<file path="config.mk">
export PLATFORM = sky130hd
export DESIGN_NAME = mem_lsu_align_flat
export DESIGN_NICKNAME = d
export VERILOG_FILES = /design/src/rtl/mem_lsu_align_if.sv /design/src/rtl/mem_lsu_align.sv /design/src/flat_wrapper.sv
export SDC_FILE = /design/constraint.sdc
export NUM_CORES = 1
export LEC_CHECK = 0
export BUFFER_PORTS_ARGS = -buffer_cell sky130_fd_sc_hd__buf_2
export CAP_MARGIN = 20
export CORE_ASPECT_RATIO = 1.4
export CORE_MARGIN = 2
export CORE_UTILIZATION = 24
export DETAILED_ROUTE_END_ITERATION = 12
export PLACE_DENSITY_LB_ADDON = 0.12
export SYNTH_ARGS = -nofsm -noshare
export SYNTH_HDL_FRONTEND = slang
export SYNTH_SLANG_ARGS = --single-unit
</file>
<file path="constraint.sdc">
create_clock -name clk -period 4.9 [get_ports clk]
set_clock_uncertainty 0.15 [all_clocks]
set_input_delay 1.47 -clock clk [delete_from_list [all_inputs] [get_ports clk]]
set_output_delay 1.47 -clock clk [all_outputs]
set_load 0.1 [all_outputs]
</file>
<file path="src/rtl/mem_lsu_align_if.sv">
// ----------------------------------------------------------------------------
// mem_lsu_align_if
// Bundles the two buses of the load/store alignment unit.
//   Request side (pipeline <-> LSU):
//     req_valid, mem_read, mem_write, funct3, addr, wdata   pipeline -> LSU
//     req_ready, resp_valid, rdata, fault                   LSU -> pipeline
//   Memory side (LSU <-> data_mem, 64x32, async read, sync write):
//     dm_we, dm_A, dm_WD                                    LSU -> data_mem
//     dm_RD                                                 data_mem -> LSU
// The slave modport is the LSU itself. The master modport is its environment,
// which covers both the MEM-stage register and the data memory.
// ----------------------------------------------------------------------------
interface mem_lsu_align_if;
  logic        req_valid;
  logic        mem_read;
  logic        mem_write;
  logic [2:0]  funct3;
  logic [31:0] addr;
  logic [31:0] wdata;
  logic        req_ready;
  logic        resp_valid;
  logic [31:0] rdata;
  logic        fault;
  logic        dm_we;
  logic [31:0] dm_A;
  logic [31:0] dm_WD;
  logic [31:0] dm_RD;

  modport slave (
    input  req_valid, mem_read, mem_write, funct3, addr, wdata, dm_RD,
    output req_ready, resp_valid, rdata, fault, dm_we, dm_A, dm_WD
  );

  modport master (
    output req_valid, mem_read, mem_write, funct3, addr, wdata, dm_RD,
    input  req_ready, resp_valid, rdata, fault, dm_we, dm_A, dm_WD
  );
endinterface

</file>
<file path="src/rtl/mem_lsu_align.sv">
// ----------------------------------------------------------------------------
// mem_lsu_align
// Load/store alignment unit between the EX/MEM register and a word-wide data
// memory. It turns byte/half/word loads and stores into word accesses:
//   - Sub-word stores become read-modify-write cycles on a single word.
//   - Loads are sign-extended (B/H/W) or zero-extended (BU/HU).
//   - Accesses that cross a word boundary are split into two word accesses
//     over two cycles. req_ready stalls the pipeline during the first one.
// Ports:
//   clk, rst_n   clock, asynchronous active-low reset
//   bus          mem_lsu_align_if.slave, request side and data_mem side
// Parameters:
//   DEPTH_WORDS  data memory depth in words; the word index is addr[31:2]
//   MISALIGN_EN  1: split spanning accesses; 0: a spanning access faults
// ----------------------------------------------------------------------------
module mem_lsu_align #(
  parameter int DEPTH_WORDS = 64,
  parameter bit MISALIGN_EN = 1'b1
) (
  input logic             clk,
  input logic             rst_n,
  mem_lsu_align_if.slave  bus
);

  localparam logic [0:0] IDLE   = 1'b0;
  localparam logic [0:0] SECOND = 1'b1;

  logic [0:0]  state_q, state_d;
  logic [31:0] lo_q, lo_d;        // word0 captured during a split load

  logic [1:0]  off;
  logic [29:0] idx;
  logic        active, legal_f3, spanning, fault_c;
  logic [3:0]  bmask;
  logic [7:0]  wide_mask;         // byte lanes across word0 (low) and word1 (high)
  logic [63:0] wide_data;
  logic [63:0] ld_raw;
  logic [31:0] ld_word;

  assign off    = bus.addr[1:0];
  assign idx    = bus.addr[31:2];
  assign active = bus.req_valid && (bus.mem_read || bus.mem_write);

  // Legal loads: 000 001 010 100 101. Legal stores: 000 001 010.
  assign legal_f3 = bus.mem_write ? (!bus.funct3[2] && bus.funct3[1:0] != 2'b11)
                                  : (bus.funct3[1:0] != 2'b11 && !(bus.funct3[2] && bus.funct3[1]));

  assign spanning = (bus.funct3[1:0] == 2'b01 && off == 2'd3) ||
                    (bus.funct3[1:0] == 2'b10 && off != 2'd0);

  // Both words of a split access are range-checked before either is written.
  // The second word must not wrap past the end of memory.
  assign fault_c = (bus.mem_read && bus.mem_write) || !legal_f3 ||
                   (idx >= 30'(DEPTH_WORDS)) ||
                   (spanning && ((idx >= 30'(DEPTH_WORDS - 1)) || !MISALIGN_EN));

  always_comb begin
    case (bus.funct3[1:0])
      2'b00:   bmask = 4'b0001;
      2'b01:   bmask = 4'b0011;
      default: bmask = 4'b1111;
    endcase
  end

  // Shift store data and lanes once into a 64-bit window. The low half goes to
  // word0 and the high half goes to word1, so both cycles share one datapath.
  assign wide_mask = {4'b0000, bmask} << off;
  assign wide_data = {32'h0, bus.wdata} << {off, 3'b000};

  // For a split load, the second cycle sees word1 on dm_RD and word0 in lo_q.
  assign ld_raw  = (state_q == SECOND) ? {bus.dm_RD, lo_q} : {32'h0, bus.dm_RD};
  assign ld_word = 32'(ld_raw >> {off, 3'b000});

  function automatic logic [31:0] merge_lanes(input logic [31:0] old_w,
                                              input logic [31:0] new_w,
                                              input logic [3:0]  mask);
    logic [31:0] res;
    for (int i = 0; i < 4; i++)
      res[8*i +: 8] = mask[i] ? new_w[8*i +: 8] : old_w[8*i +: 8];
    return res;
  endfunction

  function automatic logic [31:0] extend(input logic [2:0] f3, input logic [31:0] w);
    case (f3)
      3'b000:  return {{24{w[7]}}, w[7:0]};
      3'b001:  return {{16{w[15]}}, w[15:0]};
      3'b100:  return {24'h0, w[7:0]};
      3'b101:  return {16'h0, w[15:0]};
      default: return w;
    endcase
  endfunction

  always_comb begin
    // NOTE: every output and next-state signal gets a default first, so no path leaves it unassigned and no latch is inferred.
    bus.req_ready  = 1'b1;
    bus.resp_valid = 1'b0;
    bus.rdata      = 32'h0;
    bus.fault      = 1'b0;
    bus.dm_we      = 1'b0;
    bus.dm_A       = 32'h0;
    bus.dm_WD      = 32'h0;
    state_d        = state_q;
    lo_d           = lo_q;

    if (state_q == SECOND) begin
      // Finish the split access even if req_valid has dropped.
      bus.dm_A       = {idx + 30'd1, 2'b00};
      bus.resp_valid = 1'b1;
      if (bus.mem_write) begin
        bus.dm_we = 1'b1;
        bus.dm_WD = merge_lanes(bus.dm_RD, wide_data[63:32], wide_mask[7:4]);
      end else begin
        bus.rdata = extend(bus.funct3, ld_word);
      end
      state_d = IDLE;
    end else if (active) begin
      if (fault_c) begin
        bus.resp_valid = 1'b1;
        bus.fault      = 1'b1;
      end else begin
        bus.dm_A = {idx, 2'b00};
        if (bus.mem_write) begin
          bus.dm_we = 1'b1;
          bus.dm_WD = merge_lanes(bus.dm_RD, wide_data[31:0], wide_mask[3:0]);
        end
        if (spanning) begin
          bus.req_ready = 1'b0;
          if (bus.mem_read)
            lo_d = bus.dm_RD;
          state_d = SECOND;
        end else begin
          bus.resp_valid = 1'b1;
          if (bus.mem_read)
            bus.rdata = extend(bus.funct3, ld_word);
        end
      end
    end
  end

  // NOTE: state registers use non-blocking assignments so every flop samples its pre-edge value.
  always_ff @(posedge clk or negedge rst_n) begin
    if (!rst_n) begin
      state_q <= IDLE;
      lo_q    <= 32'h0;
    end else begin
      state_q <= state_d;
      lo_q    <= lo_d;
    end
  end

endmodule

</file>
<file path="src/flat_wrapper.sv">
// flat-port wrapper written by rule: the top's interface ports become plain ports
module mem_lsu_align_flat 
#(
  parameter int DEPTH_WORDS = 64,
  parameter bit MISALIGN_EN = 1'b1
)
  (clk, rst_n, bus_req_valid, bus_mem_read, bus_mem_write, bus_funct3, bus_addr, bus_wdata, bus_dm_RD, bus_req_ready, bus_resp_valid, bus_rdata, bus_fault, bus_dm_we, bus_dm_A, bus_dm_WD);
  mem_lsu_align_if bus_i ();
  input logic clk;
  input logic rst_n;
  input wire logic [$bits(bus_i.req_valid)-1:0] bus_req_valid;
  input wire logic [$bits(bus_i.mem_read)-1:0] bus_mem_read;
  input wire logic [$bits(bus_i.mem_write)-1:0] bus_mem_write;
  input wire logic [$bits(bus_i.funct3)-1:0] bus_funct3;
  input wire logic [$bits(bus_i.addr)-1:0] bus_addr;
  input wire logic [$bits(bus_i.wdata)-1:0] bus_wdata;
  input wire logic [$bits(bus_i.dm_RD)-1:0] bus_dm_RD;
  output wire logic [$bits(bus_i.req_ready)-1:0] bus_req_ready;
  output wire logic [$bits(bus_i.resp_valid)-1:0] bus_resp_valid;
  output wire logic [$bits(bus_i.rdata)-1:0] bus_rdata;
  output wire logic [$bits(bus_i.fault)-1:0] bus_fault;
  output wire logic [$bits(bus_i.dm_we)-1:0] bus_dm_we;
  output wire logic [$bits(bus_i.dm_A)-1:0] bus_dm_A;
  output wire logic [$bits(bus_i.dm_WD)-1:0] bus_dm_WD;
  assign bus_i.req_valid = bus_req_valid;
  assign bus_i.mem_read = bus_mem_read;
  assign bus_i.mem_write = bus_mem_write;
  assign bus_i.funct3 = bus_funct3;
  assign bus_i.addr = bus_addr;
  assign bus_i.wdata = bus_wdata;
  assign bus_i.dm_RD = bus_dm_RD;
  assign bus_req_ready = bus_i.req_ready;
  assign bus_resp_valid = bus_i.resp_valid;
  assign bus_rdata = bus_i.rdata;
  assign bus_fault = bus_i.fault;
  assign bus_dm_we = bus_i.dm_we;
  assign bus_dm_A = bus_i.dm_A;
  assign bus_dm_WD = bus_i.dm_WD;
  mem_lsu_align #(.DEPTH_WORDS(DEPTH_WORDS), .MISALIGN_EN(MISALIGN_EN)) u_core (.clk(clk), .rst_n(rst_n), .bus(bus_i));
endmodule
</file>
# After elaboration in Yosys (flattened, before gate mapping)
# Index checks and enable logic that the tools add are counted.
[op_classes]
bitwise = 2
n_lt_le_gt_ge = 2
n_reduce_logical = 20
n_addsub = 1
eq_ne = 7
shift = 3
muxes = 43
[ops]
columns = ["op", "n"]
rows = [
  ["$mux W32", 14],
  ["$pmux W32 S4", 1],
  ["$mux W64", 1],
  ["$mux W8", 8],
  ["$shl A32 B5 Y64", 1],
  ["$shr A64 B5 Y32", 1],
  ["$add A30 B1 Y30 const B", 1],
  ["$ge A30 B6 Y1 const B", 1],
  ["$ge A30 B7 Y1 const B", 1],
  ["$mux W1", 18],
  ["$logic_and A1 B1 Y1", 8],
  ["$pmux W4 S2", 1],
  ["$shl A4 B2 Y8", 1],
  ["$eq A3 B3 Y1 const B", 2],
  ["$logic_or A1 B1 Y1", 5],
  ["$reduce_and A5 Y1", 1],
  ["$eq A2 B2 Y1 const B", 2],
  ["$eq A3 B1 Y1 const B", 1],
  ["$logic_not A1 Y1", 3],
  ["$logic_not A3 Y1", 1],
  ["$eq A2 B1 Y1 const B", 1],
  ["$logic_not A2 Y1", 1],
  ["$ne A2 B2 Y1 const B", 1],
  ["$not A1 Y1", 2],
  ["$reduce_bool A2 Y1", 1],
]
[word_totals]
input_bits = 104
reg_bits = 33
elab_cells = 80
out_inout_bits = 100

# Logic depth before layout (Yosys ltp)
# Gate-level depths: netlist (run 1).
[logic_depth]
word_depth = 11
ltp_mapped = 8

# Worst setup path before layout (run 1)
# No wires, ideal clock.
[synth_path]
path_type = "input to output"
startpoint = "input bus_addr[2]"
endpoint = "output bus_dm_A[5]"
cell_stages = 6
path_buffers = 0
required_time_ps = 3280
slack_ps = -1694
t_arrival_ps = 4974
cell_sequence = "ha_1 -> and3_1 -> and3_1 -> a2111oi_0 -> a21oi_1 -> o21ai_0"
[synth_via]
elab_chain_cells = 6
[synth_rtl]
columns = ["element", "line", "source"]
rows = [
  ["from (decl)", "flat_wrapper.sv:15", "input wire logic [$bits(bus_i.addr)-1:0] bus_addr;"],
  ["$ge A30 B7 Y1 or $ge A30 B6 Y1 (tied branches)", "mem_lsu_align.sv:54, mem_lsu_align.sv:55", ""],
  ["$logic_or A1 B1 Y1 or $logic_and A1 B1 Y1 (tied branches)", "mem_lsu_align.sv:53, mem_lsu_align.sv:55", ""],
  ["$logic_or A1 B1 Y1", "mem_lsu_align.sv:54", "(idx >= 30'(DEPTH_WORDS)) ||"],
  ["$mux W32", "mem_lsu_align.sv:117", "if (fault_c) begin"],
  ["$mux W32", "mem_lsu_align.sv:116", "end else if (active) begin"],
  ["$mux W32 *", "mem_lsu_align.sv:105", "if (state_q == SECOND) begin"],
  ["to (decl)", "flat_wrapper.sv:23", "output wire logic [$bits(bus_i.dm_A)-1:0] bus_dm_A;"],
]
# Every way passes the cells marked *; elsewhere a longest branch is shown, timed or not.

# Final worst setup path (run 1)
[layout_path]
startpoint = "input bus_addr[21]"
endpoint = "output bus_rdata[29]"
[layout_via]
elab_chain_cells = 6
[layout_rtl]
columns = ["element", "line", "source"]
rows = [
  ["$ge A30 B7 Y1 or $ge A30 B6 Y1 (tied branches)", "mem_lsu_align.sv:54, mem_lsu_align.sv:55", ""],
  ["$logic_or A1 B1 Y1 or $logic_and A1 B1 Y1 (tied branches)", "mem_lsu_align.sv:53, mem_lsu_align.sv:55", ""],
  ["$logic_or A1 B1 Y1 *", "mem_lsu_align.sv:54", ""],
  ["$mux W32 *", "mem_lsu_align.sv:117", ""],
  ["$mux W32 *", "mem_lsu_align.sv:116", ""],
  ["$mux W32 *", "mem_lsu_align.sv:105", ""],
  ["to (decl)", "flat_wrapper.sv:20", "output wire logic [$bits(bus_i.rdata)-1:0] bus_rdata;"],
]
# Marks and branches as above.

==> metrics, run 1 <==
run status finished, violations left; failing checks negative setup slack; reg-to-reg slack, setup 1.91 ns; Post-Synthesis Cells 673; share of the clock period used by the worst path 100.7%; average size of a mapped cell around 7.5 µm²; Critical R2R Launch u_core.state_q$_DFF_PN0_; number of instances on the worst hold path 1; type of the setup path with the least slack primary input to primary output; top post-synthesis cells by count mux2i_1 (81), nor2_1 (66), a21oi_1 (57), nand2_1 (56), mux2_2 (48); maximum buffer depth of the clock tree 2; total number of yosys warnings 0; Max Cap Violations 0; pin count of the biggest net entering global routing 38; diode count 0; synthesis-to-layout area growth 98.37%; maximum vdd ir drop 0.0001898 V; sink count of the clock tree 33; Reg2Reg Depth 9; grt ovf 0; distinct cell type count after synthesis 52; Tightest Pin Transition 0.8181 ns; Row Count 62; global-route total usage across every layer a little over a fifth; clock tree from TritonCTS yes; total number of H-tree levels 2; final-report hold violation count 0; via count 6291; detailed-placement wirelength estimate 18.98 mm; post-synthesis instance area 0.005065 mm²; fraction of layout cells with a size suffix above 1 a little over half; min Tclk post-route 4.937 ns; leakage power total between 4 and 5 nW; met1 Track Usage GR 24.03%; Synth top area share 16.30%; post-layout worst setup margin -0.03653 ns; critical path peak fanout 6; top-level I/O count 204; startpoint of the lowest-slack hold path u_core.lo_q[7]$_DFFE_PN0P_; die extent in y between 150 and 200 µm; cts bufs inserted 5; antenna-violating nets left 0; power per standard cell area between 100 and 150 mW/mm²; Seq cells post-synth 33; remaining max-slew budget at the tightest pin 45.46%; count of flip-flops with a built-in enable after synthesis 0; source-to-sink clock delay at the later pin of the worst-skew pair 0.28 ns; average via count per standard cell 5.264; asr flop ratio synth 100.0%; endpoint kind of the worst setup timing path primary output; placer congestion estimate a little over 0.8; sequential cell area fraction in the yosys report 16.30%; detailed-route DRC error count 0; most common flop cell mapped by yosys dfrtp_1; number of global-route vias before repair 6491; cells taking the most area after synthesis dfrtp_1 (16%), mux2i_1 (16%), mux2_2 (11%); class of the worst hold path flip-flop to flip-flop; routed wire length per instance 20.35 µm; max-slew violation total from the final report 0; Setup crit start kind primary input; highest attainable clock frequency 202.6 MHz; global-route wire length before repair 37.09 mm; starting utilization of the core area ~25%; Chip Width 126.8 µm; endpoint of the worst register-to-register path u_core.lo_q[23]$_DFFE_PN0P_; global-route met2 utilization 40.47%; Final nets 1044; core box area around 0.021 mm²; cell taking the most area after synthesis dfrtp_1; GR Util met3 1.949%; placed instance count about 1200; initial detailed-routing violation count 352; RSZ-0062 raised after global routing yes; worst path arrival time 3.32 ns; most frequent cell after synthesis mux2i_1; number of buffers added on ports 201; setup violators final 15; initial antenna violation count 0; clock transition time at the flip-flop clock pins of the worst setup and hold paths 0.05 ns; data required time of the worst path 3.28 ns; Pre-Repair DR Iteration Count 6; Worst Hold Path EP u_core.lo_q[7]$_DFFE_PN0P_; Final Routed Wirelength about 24 mm; most crowded layer after global routing met2; die area 0.02230 mm²; Pwr Total 1.090 mW; count of placed standard cells in the final layout, fillers left out 1195; CTS Root Cell clkbuf_16
layer usage:
metal	vias to the layer above	part of all wire, %	wire length (µm)
met5	-	0	0
met4	0	4.0	970
met3	40	4.9	1202
met2	241	54	13050
met1	2967	37	9100
li1	3043	-	-
worst max-delay path, stage by stage:
cell and delay [ns]:
buf_8 0.10, nor4_4 0.24, buf_4 0.15, nand4_1 0.16, nor3_4 0.22, buf_6 0.13, a32oi_4 0.12, buf_12 0.17
buf_12 0.14, nor3_4 0.20, buf_12 0.20
logic make-up after synthesis:
logic type | after synthesis | share of synthesized area [%]
other | 1 | 0.07404
AOI/OAI and AO/OA | 193 | 23.81
xor gates and xnor gates | 21 | 3.631
and+or+nand+nor | 216 | 21.74
muxes | 130 | 26.90
DFF | 33 | 16.30
buffers and inverters | 77 | 7.040
adders and majority gates | 2 | 0.4940
power breakdown:
part	leakage (nW)	internal (mW)	switching [mW]
sequential	0.460	0.273	0.0000000106
combinational	3.54	0.188	0.293
clock	0.0799	0.215	0.120
total	4.08	0.676	0.413
state kept, by name (all words and copies together) (netlist names):
| signal | count |
|---|---|
| u_core.state_q | 1 |
| u_core.lo_q | 32 |
area by class of cell:
cell class                 instances  area (µm²)
clock buffer                       7       152.6
clock inverter                     1       5.005
fill                            1950       10590
inverter                          21       78.83
multi-input combinational        564        5024
sequential                        33       827.0
tap                              256       320.3
timing repair buffer             313        3640
cell usage in the layout, fill, tap and decap left out, types with 6 or more instances in the layout:
cell	instances
mux2i_1	80
xor2_1	10
o211ai_1	16
nand3_1	9
buf_2	92
dfrtp_1	32
o21ai_0	43
nand4_1	12
nand2_2	6
nor4_4	6
buf_4	92
nor2_1	38
xnor2_1	9
nor2_2	15
o22ai_4	32
nor2_4	13
buf_6	9
a211o_1	7
buf_12	109
nand2_1	50
a21oi_4	10
nor2b_1	7
a211oi_1	14
inv_1	20
mux2_2	48
nor3_4	17
a21oi_1	44
o221a_2	7
clkbuf_16	8
worst max path at each step:
stage                 start  slack (ns)  cells past startpoint             to
2_1_floorplan   bus_addr[1]       -0.49                      8  bus_rdata[30]
3_3_place_gp    bus_addr[9]       -0.27                      9  bus_rdata[24]
3_5_place_dp    bus_addr[9]       -0.24                      9  bus_rdata[20]
4_1_cts        bus_addr[27]       -0.04                     11  bus_rdata[24]
5_1_grt        bus_addr[21]       -0.13                     11  bus_rdata[29]
6_report       bus_addr[21]       -0.04                     11  bus_rdata[29]
repair_timing:
action                                  in CTS  in global routing
hold buffers                                 0                  0
endpoints found under the setup margin      74                 69
setup buffers                                5                  4
pin swaps                                   18                 47
resized for setup                           30                 34
gates cloned                                 2                  4
stage by stage:
stage | instance area [µm²] | util [%] | setup slack [ns] | hold slack (ns) | TNS (ns)
floorplan | 6021 | - | -0.4917 | 0.3079 | -11.55
global placement | 9361 | 45.37 | -0.2704 | 0.3266 | -9.685
global route | 10050 | 48.69 | -0.1276 | 0.3680 | -3.609
detailed placement | 9361 | 45.37 | -0.2420 | 0.3420 | -7.878
finish | 10050 | 48.69 | -0.03653 | 0.3540 | -0.1892
CTS | 9793 | 47.46 | -0.03847 | 0.3535 | -0.2370
(Power assumes the default switching activity.)
==> inputs of run 2 (changes only) <==
- SKIP_LAST_GASP: default -> 1
==> run 2 against run 1 <==
Against the previous run: the flow still finishes with violations (negative setup slack); worst hold slack hardly changed; die area is the same; final cell count fell by 0.33%; flip-flop and latch count unchanged; first-iteration DRC count is 6.8% higher; non-clock buffer count shrank 4; setup slack gained 0.034 ns; global-route usage is essentially flat; via count fell by 0.46%; combinational power down 1%; clock-buffer cell count unchanged; critical endpoint is now bus_rdata[28]; highest routed layer unchanged.
==> metrics, run 2 (synthesis results as in run 1) <==
CP max stage cell o311a_4; final-report hold violation count 0 (unchanged); share of the clock period used by the worst path 100.0% (-0.70 points); power per standard cell area 108.9 mW/mm² (+0.40%); clock network fraction of design power 30.8% (about the same); setup violators final 1 (-14); Crit path depth 8 (-3); commonest cells after routing, fill and taps aside buf_12 (108), buf_2 (97), buf_4 (89); Max Cap Violations 0 (unchanged); pin count of the biggest net entering global routing 38 (unchanged); maximum buffer depth of the clock tree 2 (unchanged); Internal 0.6728 mW (-0.50%); initial antenna violation count 0 (unchanged); worst path arrival time 3.28 ns (-0.04 ns); die extent in y 175.9 µm (unchanged); remaining max-slew budget at the tightest pin 45.15% (-0.31 points); total number of H-tree levels 2 (unchanged); routed wire length per instance 20.37 µm (about the same); type of the setup path with the least slack primary input to primary output; fraction of layout cells with a size suffix above 1 54.33% (-0.30 points); run status finished, violations left; data required time of the worst path 3.28 ns (about the same); Final Instance Area 0.009950 mm² (-0.97%); Critical R2R Launch u_core.state_q$_DFF_PN0_; leakage power total 4.030 nW (-1.2%); via count 6262 (-0.46%); largest register by flop count u_core.lo_q; placer congestion estimate 0.8300 (unchanged); highest attainable clock frequency 204.0 MHz (+0.70%); class of the worst hold path flip-flop to flip-flop; antenna-violating nets left 0 (unchanged); sequential share of power 25.2% (+0.2 points); average via count per standard cell 5.258 (-0.13%); placed instance count 1173 (unchanged); Pwr Total 1.083 mW (-0.57%); Chip Width 126.8 µm (unchanged); cts bufs inserted 5 (unchanged); Reg2Reg Depth 9 (unchanged); power spent charging and discharging nets 0.4105 mW (-0.70%); startpoint of the lowest-slack hold path u_core.lo_q[7]$_DFFE_PN0P_; CTS Root Cell clkbuf_16; post-layout worst setup margin -0.002211 ns (+0.03431 ns); RSZ-0062 raised after global routing yes; grt ovf 0 (unchanged); count of placed standard cells in the final layout, fillers left out 1191 (-0.33%); core box area 0.02063 mm² (unchanged); delay-heaviest family, CP simple AND/OR/NAND/NOR gates; number of flip-flops in the largest register 32 (unchanged); portion of total power attributed to combinational logic 44.0% (-0.2 points); synthesis-to-layout area growth 96.44%; clock tree from TritonCTS yes; most common library cell in the layout ignoring fill and taps buf_12; maximum vdd ir drop 0.0001891 V (-0.35%); starting utilization of the core area 24.55% (unchanged); detailed-placement wirelength estimate 18.98 mm (unchanged); Regs by FF count u_core.lo_q: 32 flops, u_core.state_q: 1 flops; clock transition time at the flip-flop clock pins of the worst setup and hold paths 0.05 ns (about the same); number of buffers added on ports 201 (unchanged); top-level I/O count 204 (unchanged); number of global-route vias before repair 6490 (-0.015%); diode count 0 (unchanged); Pre-Repair DR Iteration Count 6 (unchanged); endpoint kind of the worst setup timing path primary output; crit path cell chain buf_4, nor2b_2, a22o_1, or3_4, o311a_4, clkbuf_16, nor3_4, buf_12; max-slew violation total from the final report 0 (unchanged); critical path peak fanout 8 (+2); sink count of the clock tree 33 (unchanged); Setup crit start kind primary input; Row Count 62 (unchanged); endpoint of the worst register-to-register path u_core.lo_q[23]$_DFFE_PN0P_; beginning of the critical path bus_addr[1]; switching part of the total power 37.89% (-0.047 points); source-to-sink clock delay at the later pin of the worst-skew pair 0.28 ns (about the same); global-route wire length before repair 37.09 mm (about the same); max incr delay on CP 0.36 ns (+0.12 ns); placed instance area 0.009361 mm² (unchanged); failing checks negative setup slack; global-route total usage across every layer 21.12% (about the same); Final nets 1040 (-0.38%); reg-to-reg slack, setup 1.93 ns (+0.02 ns); CTS Hold Buffers Added 0 (unchanged); Final Routed Wirelength 24.26 mm (-0.26%); min Tclk post-route 4.902 ns (-0.03431 ns); buffers and inverters on the worst path 3 (-3); capturing element of the worst setup path bus_rdata[28]; initial detailed-routing violation count 376 (+6.8%); detailed-route DRC error count 0 (unchanged); total negative setup slack -0.002211 ns (+0.1870 ns); die area 0.02230 mm² (unchanged); Tightest Pin Transition 0.8228 ns (+0.004671 ns)
==> run 2: worst min path at each step <==
stage | endpoint | slack (ns) | cells past startpoint
2_1_floorplan | u_core.lo_q[29]$_DFFE_PN0P_ | 0.31 | 1
3_3_place_gp | u_core.lo_q[29]$_DFFE_PN0P_ | 0.33 | 1
3_5_place_dp | u_core.lo_q[17]$_DFFE_PN0P_ | 0.34 | 1
4_1_cts | u_core.lo_q[17]$_DFFE_PN0P_ | 0.35 | 1
5_1_grt | u_core.lo_q[23]$_DFFE_PN0P_ | 0.36 | 1
6_report | u_core.lo_q[7]$_DFFE_PN0P_ | 0.35 | 1
==> run 2: power groups by stage <==
stage / clock network (mW) / logic (mW) / registers (mW)
floorplan: 0 / 0.264 / 0.278
global placement: 0 / 0.457 / 0.277
detailed placement: 0 / 0.457 / 0.277
CTS: 0.340 / 0.468 / 0.273
global route: 0.351 / 0.513 / 0.272
finish: 0.334 / 0.477 / 0.273
==> run 2: cell type report <==
| type | instances | area [µm²] |
|---|---|---|
| Fill cell | 1956 | 10690 |
| Multi-Input combinational cell | 564 | 4996 |
| Timing Repair Buffer | 309 | 3570 |
| Sequential cell | 33 | 827.0 |
| Tap cell | 256 | 320.3 |
| Clock buffer | 7 | 152.6 |
| Inverter | 21 | 78.83 |
| Clock inverter | 1 | 5.005 |
==> run 2: what timing repair did <==
item	in CTS	in global routing
gates resized for setup	28	20
pin swaps	18	24
endpoints found under the setup margin	74	76
buffers inserted	5	0
cloned	2	4
==> run 2: layer usage <==
metal  wire length, µm  track usage [%]
met5                 0                0
met4              1009            7.692
met3              1096            1.919
met2             12940            40.47
met1              9205            24.07
==> run 2: per-stage QoR <==
stage	hold slack (ns)	util, %	worst slack (ns)
after floorplan	0.3079	-	-0.4917
after global placement	0.3266	45.37	-0.2704
after detailed placement	0.3420	45.37	-0.2420
after CTS	0.3535	47.39	-0.04304
after global routing	0.3628	48.22	-0.1238
final	0.3536	48.22	-0.002211
==> inputs of run 3 (changes only) <==
- SKIP_CTS_REPAIR_TIMING: default -> 1
==> run 3 against run 2 <==
Against the previous run: final cell count decreased by 0.25%; clock-buffer cell count stayed put; worst hold slack got worse by 0.00057 ns; sequential power hardly changed; routed wire length shrank 0.83%; setup slack got worse by 0.12 ns; critical path depth up 2; the run still ends with negative setup slack left; die area unchanged; global-route usage down 0.24 points; utilization decreased by 0.32 points.
==> metrics, run 3 (synthesis results as in run 1) <==
run status finished, violations left; failing checks negative setup slack; crit path cell chain buf_8, ha_4, buf_4, and3_1, and3_4, a2111oi_1, buf_4, a21oi_1, o21ai_2, buf_12; type of the setup path with the least slack primary input to primary output; power per standard cell area 109.2 mW/mm² (+0.26%); Pre-Repair DR Iteration Count 5 (-1); critical path peak fanout 4 (-4); class of the worst hold path flip-flop to flip-flop; data required time of the worst path 3.28 ns (about the same); core box area 0.02063 mm² (unchanged); starting utilization of the core area 24.55% (unchanged); placer congestion estimate 0.8300 (unchanged); detailed-route DRC error count 0 (unchanged); diode count 0 (unchanged); via count 6262 (unchanged); highest attainable clock frequency 199.1 MHz (-2.4%); Row Count 62 (unchanged); maximum vdd ir drop 0.0001872 V (-1.0%); total number of H-tree levels 2 (unchanged); pin count of the biggest net entering global routing 38 (unchanged); delay-heaviest family, CP compound AO/OA/AOI/OAI gates; global-route wire length before repair 36.71 mm (-1.0%); share of the clock period used by the worst path 102.5% (+2.5 points); area taken by flip-flops and latches 827.0 µm² (unchanged); total negative setup slack -3.095 ns (-3.093 ns); area of the multi-input gates 0.004985 mm² (-0.23%); sink count of the clock tree 33 (unchanged); buffers and inverters on the worst path 4 (+1); number of flip-flops in the largest register 32 (unchanged); initial detailed-routing violation count 302 (-20%); die area 0.02230 mm² (unchanged); commonest cells after routing, fill and taps aside buf_12 (108), buf_2 (94), buf_4 (90); cts bufs inserted 5 (unchanged); synthesis-to-layout area growth 95.13%; top-level I/O count 204 (unchanged); Crit path depth 10 (+2); max-slew violation total from the final report 0 (unchanged); Final Routed Wirelength 24.05 mm (-0.83%); Max Cap Violations 0 (unchanged); largest register by flop count u_core.lo_q; final-report hold violation count 0 (unchanged); number of buffers added on ports 201 (unchanged); grt ovf 0 (unchanged); initial antenna violation count 0 (unchanged); clock transition time at the flip-flop clock pins of the worst setup and hold paths 0.05 ns (about the same); Reg2Reg Depth 9 (unchanged); post-layout worst setup margin -0.1236 ns (-0.1214 ns); number of global-route vias before repair 6450 (-0.62%); number of fill cells in the layout 1959 (+0.15%); CTS Root Cell clkbuf_16; Setup crit start kind primary input; max incr delay on CP 0.52 ns (+0.16 ns); RSZ-0062 raised after global routing yes; number of instances on the worst hold path 1 (unchanged); Worst path most repeated cell buf_4; global-route total usage across every layer 20.89% (-0.24 points); source-to-sink clock delay at the later pin of the worst-skew pair 0.28 ns (about the same); remaining max-slew budget at the tightest pin 46.08% (+0.93 points); most common library cell in the layout ignoring fill and taps buf_12; min Tclk post-route 5.024 ns (+0.1214 ns); endpoint kind of the worst setup timing path primary output; Regs by FF count u_core.lo_q: 32 flops, u_core.state_q: 1 flops; Tightest Pin Transition 0.8088 ns (-0.01395 ns); fraction of layout cells with a size suffix above 1 53.65% (-0.68 points); CP max stage cell a2111oi_1; worst hold slack 0.3530 ns (-0.0005750 ns); worst path arrival time 3.40 ns (+0.12 ns); Chip Width 126.8 µm (unchanged); setup violators final 67 (+66); maximum buffer depth of the clock tree 2 (unchanged); antenna-violating nets left 0 (unchanged); average via count per standard cell 5.271 (+0.25%); Final nets 1037 (-0.29%); detailed-placement wirelength estimate 18.98 mm (unchanged); worst slack at placement -0.2420 ns (unchanged); leakage power total 4.003 nW (-0.69%); clock tree from TritonCTS yes; routed wire length per instance 20.25 µm (-0.58%); die extent in y 175.9 µm (unchanged)
## run 3: cell count changes in the layout (fill, tap and decap cells not counted), moves of 2 or more
cell,delta
buf_2,-3
buf_16,-2
buf_6,-2
clkbuf_4,+2
nor4_1,+2
nor4_2,-2
o21ai_2,-2
o21ai_4,+2
## run 3: path summary, 6_finish.rpt
check	from	to	slack, ns
max	bus_addr[3]	bus_dm_A[5]	-0.12
min	u_core.lo_q[7]$_DFFE_PN0P_	u_core.lo_q[7]$_DFFE_PN0P_	0.35
max reg2reg	u_core.state_q$_DFF_PN0_	u_core.lo_q[23]$_DFFE_PN0P_	1.92
min reg2reg	u_core.lo_q[7]$_DFFE_PN0P_	u_core.lo_q[7]$_DFFE_PN0P_	0.35
max in group asynchronous	rst_n	u_core.state_q$_DFF_PN0_	2.90
min in group asynchronous	rst_n	u_core.lo_q[4]$_DFFE_PN0P_	1.13
## run 3: cell type report
type / instances / share of cell area [%]
clock buffer: 7 / 1.544
clock inverter: 1 / 0.05064
inverter: 21 / 0.7976
multi-input combinational: 564 / 50.44
sequential: 33 / 8.368
tap: 256 / 3.241
timing repair buffer: 306 / 35.56
## run 3: per-stage QoR
step           util [%]  total power [mW]  cell area, µm²  cells
6_report          47.90             1.079            9883   1188
5_1_grt           47.90             1.132            9883   1188
3_3_place_gp      45.37            0.7341            9361   1173
2_1_floorplan         -            0.5419            6021    674
4_1_cts           46.13             1.072            9519   1181
3_5_place_dp      45.37            0.7346            9361   1173
## run 3: power by group
group	internal [mW]	total [mW]	switching (mW)	leakage, nW
registers	0.273	0.273	0.0000000104	0.460
logic	0.183	0.473	0.289	3.46
clock network	0.215	0.334	0.118	0.0799
total	0.671	1.08	0.408	4.00
## run 3: per-layer routing
layer | GRT usage, % | wire length [µm] | up-vias
met4 | 8.196 | 977 | 0
li1 | - | - | 3022
met1 | 23.66 | 9151 | 2980
met5 | 0 | 0 | -
met2 | 39.80 | 12900 | 216
met3 | 2.041 | 1028 | 44
